--- config.mk ---
export PLATFORM = sky130hd
export DESIGN_NAME = vpu_sync_gen
export DESIGN_NICKNAME = d
export VERILOG_FILES = /design/src/rtl/vpu_timing_pkg.sv /design/src/rtl/vpu_csync_decode.sv /design/src/rtl/vpu_sync_gen.sv
export SDC_FILE = /design/constraint.sdc
export NUM_CORES = 1
export LEC_CHECK = 0
export CORE_UTILIZATION = 37
export CTS_CLUSTER_SIZE = 10
export DETAILED_ROUTE_END_ITERATION = 12
export DONT_BUFFER_PORTS = 1
export PLACE_DENSITY = 0.48
export RECOVER_POWER = 25
export SKIP_CTS_REPAIR_TIMING = 1
export SLEW_MARGIN = 30
export SYNTH_ARGS = -nofsm -noshare
export SYNTH_HDL_FRONTEND = slang
export SYNTH_HIERARCHICAL = 1
export SYNTH_SLANG_ARGS = --single-unit
--- constraint.sdc ---
create_clock -name clk -period 7.4 [get_ports clk]
set_clock_uncertainty 0.2 [all_clocks]
set_input_delay 1.48 -clock clk [delete_from_list [all_inputs] [get_ports clk]]
set_output_delay 1.48 -clock clk [all_outputs]
set_load 0.05 [all_outputs]
--- src/rtl/vpu_timing_pkg.sv ---
// Shared PAL timing constants and line-class type for the VPU sync generator.
package vpu_timing_pkg;

    localparam int unsigned CNT_W = 9;

    localparam int unsigned H_TOTAL_DEF     = 512;
    localparam int unsigned H_SYNC_DEF      = 38;
    localparam int unsigned H_EQ_DEF        = 19;
    localparam int unsigned H_VIS_START_DEF = 96;
    localparam int unsigned H_VIS_END_DEF   = 480;
    localparam int unsigned V_TOTAL_DEF     = 312;
    localparam int unsigned V_VIS_START_DEF = 40;
    localparam int unsigned V_VIS_END_DEF   = 296;

    // Lines 0..2 carry broad pulses, 3..4 and the last three lines carry equalizing pulses.
    localparam int unsigned BROAD_LINES   = 3;
    localparam int unsigned POST_EQ_LINES = 2;
    localparam int unsigned PRE_EQ_LINES  = 3;

    typedef enum logic [1:0] {
        BROAD,
        POST_EQ,
        PRE_EQ,
        NORMAL
    } line_class_e;

endpackage

--- src/rtl/vpu_csync_decode.sv ---
// Combinational decode of a (cntHS, cntVS) position into line class and sync/window levels.
module vpu_csync_decode
    import vpu_timing_pkg::*;
#(
    parameter int unsigned H_TOTAL     = H_TOTAL_DEF,
    parameter int unsigned H_SYNC      = H_SYNC_DEF,
    parameter int unsigned H_EQ        = H_EQ_DEF,
    parameter int unsigned H_VIS_START = H_VIS_START_DEF,
    parameter int unsigned H_VIS_END   = H_VIS_END_DEF,
    parameter int unsigned V_TOTAL     = V_TOTAL_DEF,
    parameter int unsigned V_VIS_START = V_VIS_START_DEF,
    parameter int unsigned V_VIS_END   = V_VIS_END_DEF
) (
    input  logic [CNT_W-1:0] h_pos,
    input  logic [CNT_W-1:0] v_pos,
    output line_class_e      line_class,
    output logic             hsync,
    output logic             sync,
    output logic             line_visible,
    output logic             vblank
);

    // One extra bit so that H_TOTAL = 512 and H_VIS_END = 512 stay representable.
    localparam int unsigned XW = CNT_W + 1;

    localparam logic [XW-1:0] HALF_C       = XW'(H_TOTAL / 2);
    localparam logic [XW-1:0] HS_C         = XW'(H_SYNC);
    localparam logic [XW-1:0] HEQ_C        = XW'(H_EQ);
    localparam logic [XW-1:0] BROAD_LOW_C  = XW'(H_TOTAL / 2 - H_SYNC);
    localparam logic [XW-1:0] HVS_C        = XW'(H_VIS_START);
    localparam logic [XW-1:0] HVE_C        = XW'(H_VIS_END);
    localparam logic [XW-1:0] VVS_C        = XW'(V_VIS_START);
    localparam logic [XW-1:0] VVE_C        = XW'(V_VIS_END);
    localparam logic [XW-1:0] BROAD_END_C  = XW'(BROAD_LINES);
    localparam logic [XW-1:0] POST_END_C   = XW'(BROAD_LINES + POST_EQ_LINES);
    localparam logic [XW-1:0] PRE_START_C  = XW'(V_TOTAL - PRE_EQ_LINES);

    logic [XW-1:0] h_ext;
    logic [XW-1:0] v_ext;
    logic [XW-1:0] half_pos;

    always_comb begin
        h_ext    = {1'b0, h_pos};
        v_ext    = {1'b0, v_pos};
        // Position within the current half line; broad and EQ pulses repeat every half line.
        half_pos = (h_ext >= HALF_C) ? (h_ext - HALF_C) : h_ext;

        if (v_ext < BROAD_END_C) begin
            line_class = BROAD;
        end else if (v_ext < POST_END_C) begin
            line_class = POST_EQ;
        end else if (v_ext >= PRE_START_C) begin
            line_class = PRE_EQ;
        end else begin
            line_class = NORMAL;
        end

        sync = 1'b1;
        unique case (line_class)
            BROAD:   sync = !(half_pos < BROAD_LOW_C);
            POST_EQ: sync = !(half_pos < HEQ_C);
            PRE_EQ:  sync = !(half_pos < HEQ_C);
            NORMAL:  sync = !(h_ext < HS_C);
        endcase

        hsync        = (h_ext < HS_C);
        vblank       = (v_ext < VVS_C) || (v_ext >= VVE_C);
        line_visible = !vblank && (h_ext >= HVS_C) && (h_ext < HVE_C);
    end

endmodule

--- src/rtl/vpu_sync_gen.sv ---
// PAL progressive timing generator: pixel/line counters plus registered sync and window outputs.
module vpu_sync_gen
    import vpu_timing_pkg::*;
#(
    parameter int unsigned H_TOTAL     = H_TOTAL_DEF,
    parameter int unsigned H_SYNC      = H_SYNC_DEF,
    parameter int unsigned H_EQ        = H_EQ_DEF,
    parameter int unsigned H_VIS_START = H_VIS_START_DEF,
    parameter int unsigned H_VIS_END   = H_VIS_END_DEF,
    parameter int unsigned V_TOTAL     = V_TOTAL_DEF,
    parameter int unsigned V_VIS_START = V_VIS_START_DEF,
    parameter int unsigned V_VIS_END   = V_VIS_END_DEF
) (
    input  logic             clk,
    input  logic             rst,
    output logic [CNT_W-1:0] cntHS,
    output logic [CNT_W-1:0] cntVS,
    output logic             hsync,
    output logic             sync,
    output logic             line_visible,
    output logic             line_even,
    output logic             vblank,
    output logic             frame_start
);

    generate
        if (!((H_TOTAL % 2 == 0) && (H_TOTAL <= 512) && (V_TOTAL <= 512)
              && (H_SYNC < H_TOTAL / 2 - H_SYNC) && (H_EQ < H_SYNC)
              && (H_VIS_START >= H_SYNC) && (H_VIS_END <= H_TOTAL)
              && (V_VIS_START >= 5) && (V_VIS_START < V_VIS_END)
              && (V_VIS_END <= V_TOTAL - 3))) begin : g_bad_timing
            $error("vpu_sync_gen: illegal timing parameter set");
        end
    endgenerate

    localparam logic [CNT_W-1:0] H_LAST_C = CNT_W'(H_TOTAL - 1);
    localparam logic [CNT_W-1:0] V_LAST_C = CNT_W'(V_TOTAL - 1);

    logic [CNT_W-1:0] cnt_hs_q, cnt_hs_d;
    logic [CNT_W-1:0] cnt_vs_q, cnt_vs_d;
    logic             hsync_q, hsync_d;
    logic             sync_q, sync_d;
    logic             line_visible_q, line_visible_d;
    logic             line_even_q, line_even_d;
    logic             vblank_q, vblank_d;
    logic             frame_start_q, frame_start_d;
    line_class_e      line_class;

    always_comb begin
        cnt_hs_d = cnt_hs_q + 1'b1;
        cnt_vs_d = cnt_vs_q;
        if (cnt_hs_q == H_LAST_C) begin
            cnt_hs_d = '0;
            cnt_vs_d = (cnt_vs_q == V_LAST_C) ? '0 : (cnt_vs_q + 1'b1);
        end
    end

    // Decoding the next-state position keeps every registered output aligned with the counters.
    vpu_csync_decode #(
        .H_TOTAL     (H_TOTAL),
        .H_SYNC      (H_SYNC),
        .H_EQ        (H_EQ),
        .H_VIS_START (H_VIS_START),
        .H_VIS_END   (H_VIS_END),
        .V_TOTAL     (V_TOTAL),
        .V_VIS_START (V_VIS_START),
        .V_VIS_END   (V_VIS_END)
    ) u_decode (
        .h_pos        (cnt_hs_d),
        .v_pos        (cnt_vs_d),
        .line_class   (line_class),
        .hsync        (hsync_d),
        .sync         (sync_d),
        .line_visible (line_visible_d),
        .vblank       (vblank_d)
    );

    always_comb begin
        line_even_d   = ~cnt_vs_d[0];
        frame_start_d = (cnt_hs_d == '0) && (cnt_vs_d == '0);
    end

    always_ff @(posedge clk or negedge rst) begin
        if (!rst) begin
            cnt_hs_q       <= '0;
            cnt_vs_q       <= '0;
            hsync_q        <= 1'b0;
            sync_q         <= 1'b1;
            line_visible_q <= 1'b0;
            line_even_q    <= 1'b0;
            vblank_q       <= 1'b1;
            frame_start_q  <= 1'b0;
        end else begin
            cnt_hs_q       <= cnt_hs_d;
            cnt_vs_q       <= cnt_vs_d;
            hsync_q        <= hsync_d;
            sync_q         <= sync_d;
            line_visible_q <= line_visible_d;
            line_even_q    <= line_even_d;
            vblank_q       <= vblank_d;
            frame_start_q  <= frame_start_d;
        end
    end

    assign cntHS        = cnt_hs_q;
    assign cntVS        = cnt_vs_q;
    assign hsync        = hsync_q;
    assign sync         = sync_q;
    assign line_visible = line_visible_q;
    assign line_even    = line_even_q;
    assign vblank       = vblank_q;
    assign frame_start  = frame_start_q;

endmodule

### Word-level counts from Yosys, hierarchy flattened

Cells that the tools add are included.

| cells by class | value |
|---|---|
| order comparisons | 11 |
| bitwise gates (word level) | 1 |
| add/subtract/negate cells | 3 |
| mux-type cells | 8 |
| equal/unequal tests | 5 |
| reductions and logical operators | 12 |

Operator list:

| kind | count |
|---|---|
| 9-bit >= comparator (second input constant) | 3 |
| 9-bit 2-to-1 mux | 3 |
| 9-bit by 1-bit adder with 9-bit output (second input constant) | 2 |
| 9-bit equality test (second input constant) | 2 |
| 9-bit logical NOT | 2 |
| 9-bit by 6-bit < comparator with 1-bit output (second input constant) | 2 |
| 10-bit by 5-bit < comparator with 1-bit output (second input constant) | 1 |
| 10-bit by 8-bit < comparator with 1-bit output (second input constant) | 1 |
| 10-bit 2-to-1 mux | 1 |
| 9-bit by 9-bit subtractor with 10-bit output (second input constant) | 1 |
| 9-bit by 7-bit >= comparator with 1-bit output (second input constant) | 1 |
| 9-bit by 2-bit < comparator with 1-bit output (second input constant) | 1 |
| 9-bit by 3-bit < comparator with 1-bit output (second input constant) | 1 |
| 9-bit < comparator (second input constant) | 1 |
| 2-bit equality test (second input constant) | 2 |
| 1-bit logical NOT | 4 |
| 2-bit 2-to-1 mux | 2 |
| 1-bit logical AND | 3 |
| 1-bit case mux with 3 select lines | 1 |
| 2-bit by 1-bit equality test with 1-bit output (second input constant) | 1 |
| 2-bit logical NOT | 1 |
| 2-bit OR reduction | 1 |
| 1-bit logical OR | 1 |
| 1-bit 2-to-1 mux | 1 |
| 1-bit inverter | 1 |

| storage, ports and cells | value |
|---|---|
| bits of input ports | 2 |
| logic and storage cells | 48 |
| register bits after elaboration | 24 |
| output and inout port bits | 24 |

### Logic depth before layout (Yosys ltp)

Gate-level depths: netlist of the first run.

| logic depth | value |
|---|---|
| depth after elaboration | 10 |
| gate-level depth with buffers | 18 |
| mapped depth without buffers | 17 |

### Cells and area by module

The synthesis of the first run kept the hierarchy.

By module, submodules not included:

| module | times used | area an instance (µm²) | sequential area each (µm²) | cells each |
|---|---|---|---|---|
| vpu_sync_gen | 1 | 1147.4 | 603.1 | 109 |
| vpu_csync_decode | 1 | 270.3 | 0.0 | 40 |

### Worst setup path before layout of the first run

No wires, ideal clock.

| path | value |
|---|---|
| path kind | register -> register |
| start point | reg cnt_hs_q[0], in the netlist cntHS[0] |
| end point | reg sync_q, in the netlist sync |
| library setup time | 0.083 ns |
| buffers on the path | 1 |
| cell stages (with the launch flop) | 18 |
| slack | 3.325 ns |
| required time | 7.117 ns |
| data arrival time | 3.792 ns |
| clock period less this slack | 4.075 ns |
| cells stage by stage | dfrtp_1 > ha_1 > nand2_1 > nor2_1 > and3_1 > ha_1 > buf_2 > and4_2 > and3_1 > o21a_1 > nor2_1 > nand2_1 > a221oi_1 > a21o_1 > ha_1 > o21ai_0 > o311ai_1 > a221o_1 |

| between the ends | value |
|---|---|
| longest elaborated chain between the ends | 9 |
| elaborated cells on any way between the ends | 25 |
| those cells by class | 2 x add/sub; 7 x order compare; 4 x eq/ne; 7 x mux; 5 x reduce/logical |

RTL lines:

| element | RTL line | text |
|---|---|---|
| from (decl) | vpu_sync_gen.sv:39 | `logic [CNT_W-1:0] cnt_hs_q, cnt_hs_d;` |
| from (signal assigned) | vpu_sync_gen.sv:94 | `cnt_hs_q <= cnt_hs_d;` |
| 9-bit equality test * | vpu_sync_gen.sv:52 | `if (cnt_hs_q == H_LAST_C) begin` |
| 9-bit 2-to-1 mux * | vpu_sync_gen.sv:52 |  |
| named net cnt_vs_d[5] | vpu_sync_gen.sv:40 | `logic [CNT_W-1:0] cnt_vs_q, cnt_vs_d;` |
| 9-bit >= comparator | vpu_csync_decode.sv:52 | `end else if (v_ext >= PRE_START_C) begin` |
| 1-bit 2-to-1 mux | vpu_csync_decode.sv:52 |  |
| 2-bit 2-to-1 mux | vpu_csync_decode.sv:50 | `end else if (v_ext < POST_END_C) begin` |
| 2-bit 2-to-1 mux * | vpu_csync_decode.sv:48 | `if (v_ext < BROAD_END_C) begin` |
| 2-bit by 1-bit equality test with 1-bit output / 2-bit equality test (equally long branches) | vpu_csync_decode.sv:59 | `unique case (line_class)` |
| 2-bit OR reduction (no line) | - |  |
| 1-bit case mux with 3 select lines * | vpu_csync_decode.sv:59 |  |
| named net sync_d | vpu_sync_gen.sv:42 | `logic sync_q, sync_d;` |
| to (signal assigned) | vpu_sync_gen.sv:97 | `sync_q <= sync_d;` |
| to (decl) | vpu_sync_gen.sv:42 |  |

The timed path passes the listed nets; every way through them passes the cells marked *.

### Worst setup path after layout of the first run

Ends and elaborated chain as after synthesis.

==> results of run 1 <==
layout by cell type (no fill, tap or decap), types with 4 or more instances in the layout:
master                    instances
sky130_fd_sc_hd__nor2_1          19
sky130_fd_sc_hd__nand3_1          7
sky130_fd_sc_hd__o21ai_0          4
sky130_fd_sc_hd__nand2_1          8
sky130_fd_sc_hd__a21oi_1         10
sky130_fd_sc_hd__ha_1             7
sky130_fd_sc_hd__xnor2_1          8
sky130_fd_sc_hd__xor2_1           6
sky130_fd_sc_hd__nand4_1          7
sky130_fd_sc_hd__dfrtp_1         22
sky130_fd_sc_hd__inv_1           10
worst paths after layout:
path | from | endpoint | slack, ps | cells after the start
min reg2reg | cntHS[0]$_DFF_PN0_ | cntHS[0]$_DFF_PN0_ | 670 | 1
max in group asynchronous | rst | vblank$_DFF_PN1_ | 6130 | 0
min | cntHS[0]$_DFF_PN0_ | cntHS[0]$_DFF_PN0_ | 670 | 1
max | cntHS[0]$_DFF_PN0_ | sync$_DFF_PN1_ | 2770 | 16
max reg2reg | cntHS[0]$_DFF_PN0_ | sync$_DFF_PN1_ | 2770 | 16
min in group asynchronous | rst | cntHS[0]$_DFF_PN0_ | 700 | 0
final cells by class:
type                            count  area share (%)
Multi-Input combinational cell    111            49.6
Tap cell                           48            3.92
Clock buffer                        3            2.70
Inverter                           10            2.45
Clock inverter                      1            1.96
Sequential cell                    24            39.4
power groups by stage:
stage | Sequential, mW | Clock (mW) | Combinational, mW
6_report | 0.131 | 0.114 | 0.000000323
5_1_grt | 0.131 | 0.123 | 0.000000323
4_1_cts | 0.131 | 0.118 | 0.000000323
3_5_place_dp | 0.134 | 0 | 0.000000323
3_3_place_gp | 0.134 | 0 | 0.000000323
2_1_floorplan | 0.134 | 0 | 0.000000340
cells by family (layout without fill, tap and decap cells):
group,after synthesis,after routing
flops,24,24
compound gates,29,29
simple gates,61,61
fa+ha+maj,7,7
buf+inv,14,14
xor+xnor,14,14
sequential cells by signal, indices dropped and copies added, names as in the netlist:
name,cells
cntHS,9
cntVS,9
frame_start,1
hsync,1
line_even,1
line_visible,1
sync,1
vblank,1
critical path, stage by stage (launching register included):
cell	delay (ps)
sky130_fd_sc_hd__dfrtp_1	700
sky130_fd_sc_hd__ha_1	300
sky130_fd_sc_hd__nand2_1	100
sky130_fd_sc_hd__nor2_1	200
sky130_fd_sc_hd__and3_1	200
sky130_fd_sc_hd__ha_1	370
sky130_fd_sc_hd__and4_2	370
sky130_fd_sc_hd__nand4_1	130
sky130_fd_sc_hd__xor2_1	200
sky130_fd_sc_hd__nor2_1	300
sky130_fd_sc_hd__inv_1	130
sky130_fd_sc_hd__a221oi_1	330
sky130_fd_sc_hd__a21o_1	140
sky130_fd_sc_hd__ha_1	260
sky130_fd_sc_hd__o21ai_0	150
sky130_fd_sc_hd__o311ai_1	120
sky130_fd_sc_hd__a221o_1	350
layer usage:
| layer | part of all wire, % | GRT usage, % |
|---|---|---|
| met1 | 50 | 24.0 |
| met2 | 43 | 24.1 |
| met4 | 1.1 | 4.55 |
| met5 | 0 | 0 |
| met3 | 6.0 | 6.25 |
==> summary by stage, run 1 <==
Outcome
The flow ran to the end, and the final reports show no timing, DRC or antenna violations.

Timing
Adding up every negative setup slack in the final design gives 0 ps. The transition time of the tightest slew-check pin is 704 ps. Based on the critical path, the design can be clocked at up to 216 MHz.

The max-slew violation count is 0. The hold violation count in the final report is 0. Setup violations remaining at the end of the flow were counted as 0. Dividing the final minimum period by the clock period gives 62.5%. Across all hold checks on the routed design, the worst slack comes to 673 ps. In this run the tightest slew margin relative to its limit is 53.0%.

The post-layout worst setup margin is 2770 ps. Setup repair after global routing left no endpoint under its margin. Subtracting the final worst setup slack from the clock period gives 4630 ps.

Power
The proportion of power drawn by the clock network is 46.5%. The total chip power is 245 µW. Combinational logic burns 0% of the power.

The maximum vdd drop is 0.128 mV. The fraction of power spent switching nets is 16.9%. The analysis attributes to cell leakage a power of 0.668 nW. Summed over all nets, the switching power comes to 41.5 µW. The sequential power share is 53.5%. The power density over cell area is 160 mW/mm². Internal power comes to 203 µW.

Placement
The cell total after placement is 193. The number of port buffers is 0. Timing analysis after detailed placement gives a worst setup slack of 2830 ps.

The total placed instance area is 0.00146 mm². Routability-driven placement finished with a final weighted congestion of 0.861. Summed over all nets, the half-perimeter wirelength after detailed placement is 2.32 mm.

Floorplanning
The initialized floorplan defines 22 standard-cell rows. Once the floorplan was initialized, standard cells occupied 38.7% of the core. The count of boundary I/O pins is 26. The area of the placeable core is 0.00366 mm².

The area of the die is 0.00408 mm². The die span in x is 63.9 µm. The overall die height is 63.9 µm.

Clocking
The buffer levels on the longest clock path is 2. Buffers inserted during clock tree synthesis total 3. The sink count of the clock tree is 24. The number of H-tree branching levels is 1. The clock tree from TritonCTS is done. The clock tree root buffer cell is sky130_fd_sc_hd__clkbuf_8.

The clock reaches the later pin of the worst-skew pair after 270 ps. Clock-pin slew was measured on the worst setup and hold paths at 90 ps.

Global routing
The largest net degree at the start of global routing is 25. The initial antenna violation count came to 0. The first global-routing pass estimated 5.33 mm of wire. The all-layer global routing usage is 17.0%.

The remaining global-route overflow is 0. The number of global-route vias before repair was 1,073.

Synth
Among all cell types in the netlist, the one instantiated most often is sky130_fd_sc_hd__dfrtp_1. After synthesis, the share of cell area in mux cells is 0%. The share of flip-flops with an asynchronous set or reset after synthesis is 100%. The cell count after synthesis came out at 149. During synthesis, Yosys emitted a total of 6 warnings.

The commonest cells after synthesis are sky130_fd_sc_hd__dfrtp_1, sky130_fd_sc_hd__nor2_1, sky130_fd_sc_hd__a21oi_1, sky130_fd_sc_hd__inv_1. The sequential element share of the synthesized area is 42.5%. The synthesized-area fraction occupied by and/or/nand/nor cells is 24.6%. The post-synthesis adder-cell area fraction is 6.18%. Sorting the synthesized cells by area gives the leading types as sky130_fd_sc_hd__dfrtp_1, sky130_fd_sc_hd__ha_1, sky130_fd_sc_hd__nor2_1.

The synthesized netlist devotes 8.65% of its cell area to XOR and XNOR gates. The distinct cell type count of the synthesized netlist is 41. The complex-gate fraction of the synthesized area is 14.0%. The cell area after synthesis is 0.00142 mm². The number of synthesized flops with an enable pin is 0. The combinational family with the most area after synthesis is simple AND/OR/NAND/NOR gates. The biggest area contributor in the post-synthesis netlist is sky130_fd_sc_hd__dfrtp_1. In this run, synthesis produced a sequential element count of 24. The proportion of netlist area held by the largest area contributor is 38.8%. In the synthesized netlist the dominant register cell turns out to be sky130_fd_sc_hd__dfrtp_1. The average instance in the mapped netlist occupies 9.51 µm². The number of nets handed over by synthesis was 158.

Route
The pre-antenna-repair detailed-routing pass consisted of 4 iterations. The DRC violation count after routing is 0. In this run the remaining antenna-violating nets after routing total 0. The final routed wirelength across all metal layers is 3.12 mm. The average vias per placed instance is 5.55. The number of vias after detailed routing is 1,093.

After detailed routing, the average wire length per cell comes to 15.8 µm. The DRC marker count from the first detailed-route iteration is 100.

Critical path
The endpoint arrival time on the critical path is 4630 ps. The critical path is of the flip-flop to flip-flop type. Data on the critical path is required at its endpoint by 7400 ps.

STA classifies the critical path endpoint as a flip-flop. The maximum fanout along the worst path is 12. STA classifies the critical path startpoint as a flip-flop.

Cells and area
The multi-input gate area in the final layout is 758 µm². The layout filler cell count is 351. In the final layout, the share of cells above drive strength 1 is 8.05%. The final net count is 159. The total area of sequential cells is 603 µm². The filler-free cell count of the finished design is 197. The total inserted antenna cells is 0. The final instance area is 0.00153 mm². Relative to the synthesized area, the layout overhead comes to 7.94%. For this run, the share of the core covered by cells in the final layout is 41.8%.

Flow run
The number of maximum-capacitance violations is 0.

Min path
The path type of the worst min-delay path is flip-flop to flip-flop.
(Power assumes the default switching activity.)
==> run 2, diff against run 1 <==
--- a/config.mk
+++ b/config.mk
@@ -9,7 +9,7 @@
 export CTS_CLUSTER_SIZE = 10
 export DETAILED_ROUTE_END_ITERATION = 12
 export DONT_BUFFER_PORTS = 1
-export PLACE_DENSITY = 0.48
+export PLACE_DENSITY = 0.5
 export RECOVER_POWER = 25
 export SKIP_CTS_REPAIR_TIMING = 1
 export SLEW_MARGIN = 30
==> constraint.sdc (replaced) <==
create_clock -name clk -period 3.7 [get_ports clk]
set_clock_uncertainty 0.2 [all_clocks]
set_input_delay 0.74 -clock clk [delete_from_list [all_inputs] [get_ports clk]]
set_output_delay 0.74 -clock clk [all_outputs]
set_load 0.05 [all_outputs]
==> summary by stage, run 2 (synthesis gave the netlist of run 1 again) <==
Outcome
The flow ran to the end, and the final reports show no timing, DRC or antenna violations.

Cells and area
Leaving out fill and tap cells, the most frequent cells in the layout are sky130_fd_sc_hd__buf_4, sky130_fd_sc_hd__nor2_1, sky130_fd_sc_hd__dfrtp_1. 0 antenna diodes ended up in the layout. The final cell utilization of the core is 50.8%. The signed area change from the synthesized netlist to the final layout is 31.2%. The final net count is 189. Cells with a size suffix above 1 make up 34.6% of the layout. The library cell used most frequently in the layout, excluding fill and tap cells, is sky130_fd_sc_hd__buf_4.

Timing
The worst path uses 95.6% of the clock period. The final worst hold slack is 103 ps. Setup slack on the critical path of the routed design comes to 161 ps. The hold violation count in the final report is 0. Derived from the worst setup path, the maximum achievable clock frequency is 283 MHz. Setup repair after global routing could not meet its margin everywhere. Setup violations remaining at the end of the flow were counted as 0. The worst slew margin relative to its limit is 18.6%. The final critical path time including I/O delays and setup is 3540 ps. The max-slew violation count is 0. The transition time of the tightest slew-check pin is 1220 ps.

Power
The sequential power share is 58.7%. The internal power of the cells is 357 µW. Net switching is 20.0% of the power. Of the total power, combinational logic draws 1.1%.

The reported net switching power is 89.6 µW. The leakage power of the design is 0.841 nW. In this run, the clock network consumes 40.3% of the power. The maximum vdd drop is 0.143 mV.

The power density over cell area is 240 mW/mm².

Route
In the final routed layout, each cell accounts on average for 16.1 µm. In this run the remaining antenna-violating nets after routing total 0. The DRC violation count after routing is 0.

In this run, the number of DRC markers left after iteration 0 of detailed routing was 63. The final route contains 1,256 vias. After detailed routing, the number of vias per cell comes to 5.53. The first TritonRoute pass finished after 4 iterations. After detailed routing, the total wire length is 3.65 mm.

Floorplanning
The die covers 0.00408 mm². The area of the placeable core is 0.00366 mm². The count of boundary I/O pins is 26.

From left edge to right edge, the die measures 63.9 µm. The overall die height is 63.9 µm. The floorplan has 22 rows. The initial utilization of the core area, before any placement, comes to 38.7%.

Critical path
The terminus of the critical flop-to-flop path is sync$_DFF_PN1_. The worst setup path is captured at a flip-flop. The setup check on the worst reg-to-reg path leaves a slack of 160 ps. The largest incremental delay on the critical path is 400 ps. For the worst flop-to-flop path, the logic depth is 16. The startpoint kind of the worst setup timing path is a flip-flop.

The origin of the worst setup path is cntHS[0]$_DFF_PN0_. The critical path goes through ha_4, nand2_4, nor2_4, and3_4, ha_4, nand4_1, nor2_2, nand3_2, xnor2_4, nor3_2, nor4b_4, and2_4, ha_4, o21ai_2, o311ai_1, a221o_1. The critical path contains buffers and inverters numbering 0 combined. The library cell contributing the largest single delay on the critical path is sky130_fd_sc_hd__dfrtp_2. The required time at the endpoint of the critical path is 3700 ps. Data on the critical path arrives at its endpoint at 3540 ps.

The cell repeated most along the worst path is sky130_fd_sc_hd__ha_4. Along the worst path, the maximum fanout reaches 5. Among cell families on the critical path, the largest total delay comes from simple AND/OR/NAND/NOR gates. The critical path is of the flip-flop to flip-flop type. The worst reg2reg path startpoint is cntHS[0]$_DFF_PN0_.

Global routing
The initial antenna violation count came to 0. For this run the aggregate overflow at the end of global routing stands at 0. The number of global-route vias before repair is 1,246. The largest net degree at the start of global routing is 25. The first global-routing pass estimated 5.78 mm of wire. The all-layer global routing usage is 18.4%.

Placement
The final weighted congestion of routability-driven global placement is 0.833. The placement-stage worst setup slack is 14.9 ps. The wire-length estimate of the detail-placed layout is 2.58 mm. Buffers placed on the I/O ports in this run total 0.

Clocking
The number of H-tree branching levels is 1. The insertion delay to the later sink of the worst-skew pair is 270 ps. The buffer levels on the longest clock path is 2. The clock tree root buffer cell is sky130_fd_sc_hd__clkbuf_8. TritonCTS built the clock tree. The CTS buffer count is 3.

The clock transition at the register clock pins on the worst setup and hold paths after CTS is 90 ps. The sink count of the clock tree is 24.

Flow run
The number of maximum-capacitance violations is 0.

Min path
In this run the worst hold path is classified as input pin to async pin.
[run 2: cell types whose count changed in the layout (fill, tap and decap cells not counted), moves of 3 or more]
cell                      before  now
sky130_fd_sc_hd__buf_4         0   29
sky130_fd_sc_hd__dfrtp_1      22   16
sky130_fd_sc_hd__dfrtp_2       0    6
sky130_fd_sc_hd__ha_1          7    4
sky130_fd_sc_hd__ha_4          0    3
sky130_fd_sc_hd__nor2_1       19   16
[run 2: power groups by stage]
| stage | logic, mW | clock network (mW) | registers, mW |
|---|---|---|---|
| after floorplan | 0.000000343 | 0 | 0.267 |
| after global placement | 0.000000441 | 0 | 0.267 |
| after global routing | 0.00595 | 0.196 | 0.262 |
| after CTS | 0.000000441 | 0.184 | 0.262 |
| after detailed placement | 0.000000441 | 0 | 0.267 |
| final | 0.00487 | 0.180 | 0.262 |
[run 2: layer usage]
metal,part of all wire [%],wire (µm),GRT usage [%],vias up
met5,0,0,0,-
met4,1.5,54,5.68,0
met3,3.4,125,3.39,6
met2,48,1770,31.5,29
met1,47,1700,23.1,623
li1,-,-,-,598
[run 2: final cells by class]
class	instances	area (µm²)
Clock buffer	4	55.1
Fill cell	335	1800
Inverter	10	37.5
Multi-Input combinational cell	111	875
Sequential cell	24	611
Tap cell	48	60.1
Timing Repair Buffer	30	221
[run 2: worst max-delay path by stage]
stage / to / depth (start not counted)
6_report: sync$_DFF_PN1_ / 16
5_1_grt: sync$_DFF_PN1_ / 16
4_1_cts: sync$_DFF_PN1_ / 16
3_5_place_dp: sync$_DFF_PN1_ / 16
2_1_floorplan: sync$_DFF_PN1_ / 17
3_3_place_gp: sync$_DFF_PN1_ / 16
[run 2: metrics by stage]
step           power [mW]  setup TNS, ps  instance area (µm²)  cells
3_3_place_gp        0.267              0                 1670    215
3_5_place_dp        0.267              0                 1670    215
2_1_floorplan       0.267              0                 1460    149
6_report            0.447              0                 1860    227
5_1_grt             0.464          -38.1                 1860    227
4_1_cts             0.446          -35.8                 1720    219
==> patch (config.mk and constraints of run 2) <==
Compare `cnt_vs_q` against `V_LAST_C` with >= in place of ==.
--- a/src/rtl/vpu_sync_gen.sv
+++ b/src/rtl/vpu_sync_gen.sv
@@ -51,7 +51,7 @@
         cnt_vs_d = cnt_vs_q;
         if (cnt_hs_q == H_LAST_C) begin
             cnt_hs_d = '0;
-            cnt_vs_d = (cnt_vs_q == V_LAST_C) ? '0 : (cnt_vs_q + 1'b1);
+            cnt_vs_d = (cnt_vs_q >= V_LAST_C) ? '0 : (cnt_vs_q + 1'b1);
         end
     end
 
Formal check against the unedited RTL: no difference found for any inputs over 10 cycles, from zero or initial values and one cycle with rst low; that may be too few to reach the edited logic, so the function may still have changed.
==> patch against run 2 <==
- sequential cell count did not move
- critical path type unchanged
- area after synthesis rose by 6.0%
- largest power group unchanged
- wire length rose by 2.0%
- final area rose by 4.6%
- worst setup slack got worse by 0.0040 ns
- global-route usage rose by 0.051 points
- count of clock-buffer cells in the layout fell by 1
- power rose by 11%
==> patch: results (changes against run 2) <==
status:
  status: "completed"
placement:
  dp_cells: 227  # +5.6%
  dpl_worst_slack_ns: -0.0984  # -0.113 ns
worst_setup_path:
  crit_fanout: 8  # +3
drt:
  routed_wirelength_mm: 3.73  # +2.0%
  via_count: 1293  # +2.9%
  dr.first_iter.drc_count: 80  # +27%
  wire_per_inst_um: 15.7  # -2.7%
layout:
  drive_gt1_frac: 0.368  # +0.0221
  fill_cells: 350  # +4.5%
  finalNetCount: 199  # +5.3%
  fin_area_um2: 1940  # +4.6%
power:
  p_int_mw: 0.407  # +14%
  power-per-cell-area_nw_per_um2: 254  # +5.8%
  pwr-share-clk: 0.460  # +0.057
  vdd_drop_max_mv: 0.170  # +19%
  leakagePower_nw: 0.839  # -0.24%
synth:
  synthDistinctLibCells: 52  # +27%
  netlist_top_cells_count: "nor2_1, dfrtp_1, nand2_1, xnor2_1, xor2_1"
  yosys-top-cells-area: "dfrtp_1, nor2_1, xnor2_1"
  syn_inst: 155  # +4.0%
  seq_area_frac_synth: 0.401  # -0.0241
timing:
  timing.hold.ws_ns: 0.105  # +0.00227 ns
  tightest_slew_ns: 1.20  # -0.0243 ns
grt:
  grt_usage: 0.184  # +0.000507
  grt_pass1_wl_mm: 6.04  # +4.5%
==> patch: cell families after synthesis <==
logic type,after synthesis,share of synthesized area
xor gates and xnor gates,17,0.0991
DFF,24,0.401
buffers and inverters,13,0.0475
adders and majority gates,6,0.0500
muxes,2,0.0133
and+or+nand+nor,64,0.241
AOI/OAI and AO/OA,29,0.147
==> patch: area by class of cell <==
| cell class | instances | share of cell area |
|---|---|---|
| repair buffers | 37 | 0.141 |
| clock inverters | 1 | 0.0154 |
| inverters | 7 | 0.0135 |
| multi-input cells | 118 | 0.464 |
| clock buffers | 3 | 0.0212 |
| flip-flops and latches | 24 | 0.314 |
| well taps | 48 | 0.0309 |
==> patch: metal layers <==
layer  GRT usage  vias up  share of wire
met5           0        -              0
met4      0.0353        0         0.0048
met3      0.0469        2          0.049
met2       0.290       21           0.47
met1       0.254      639           0.48
li1            -      631              -
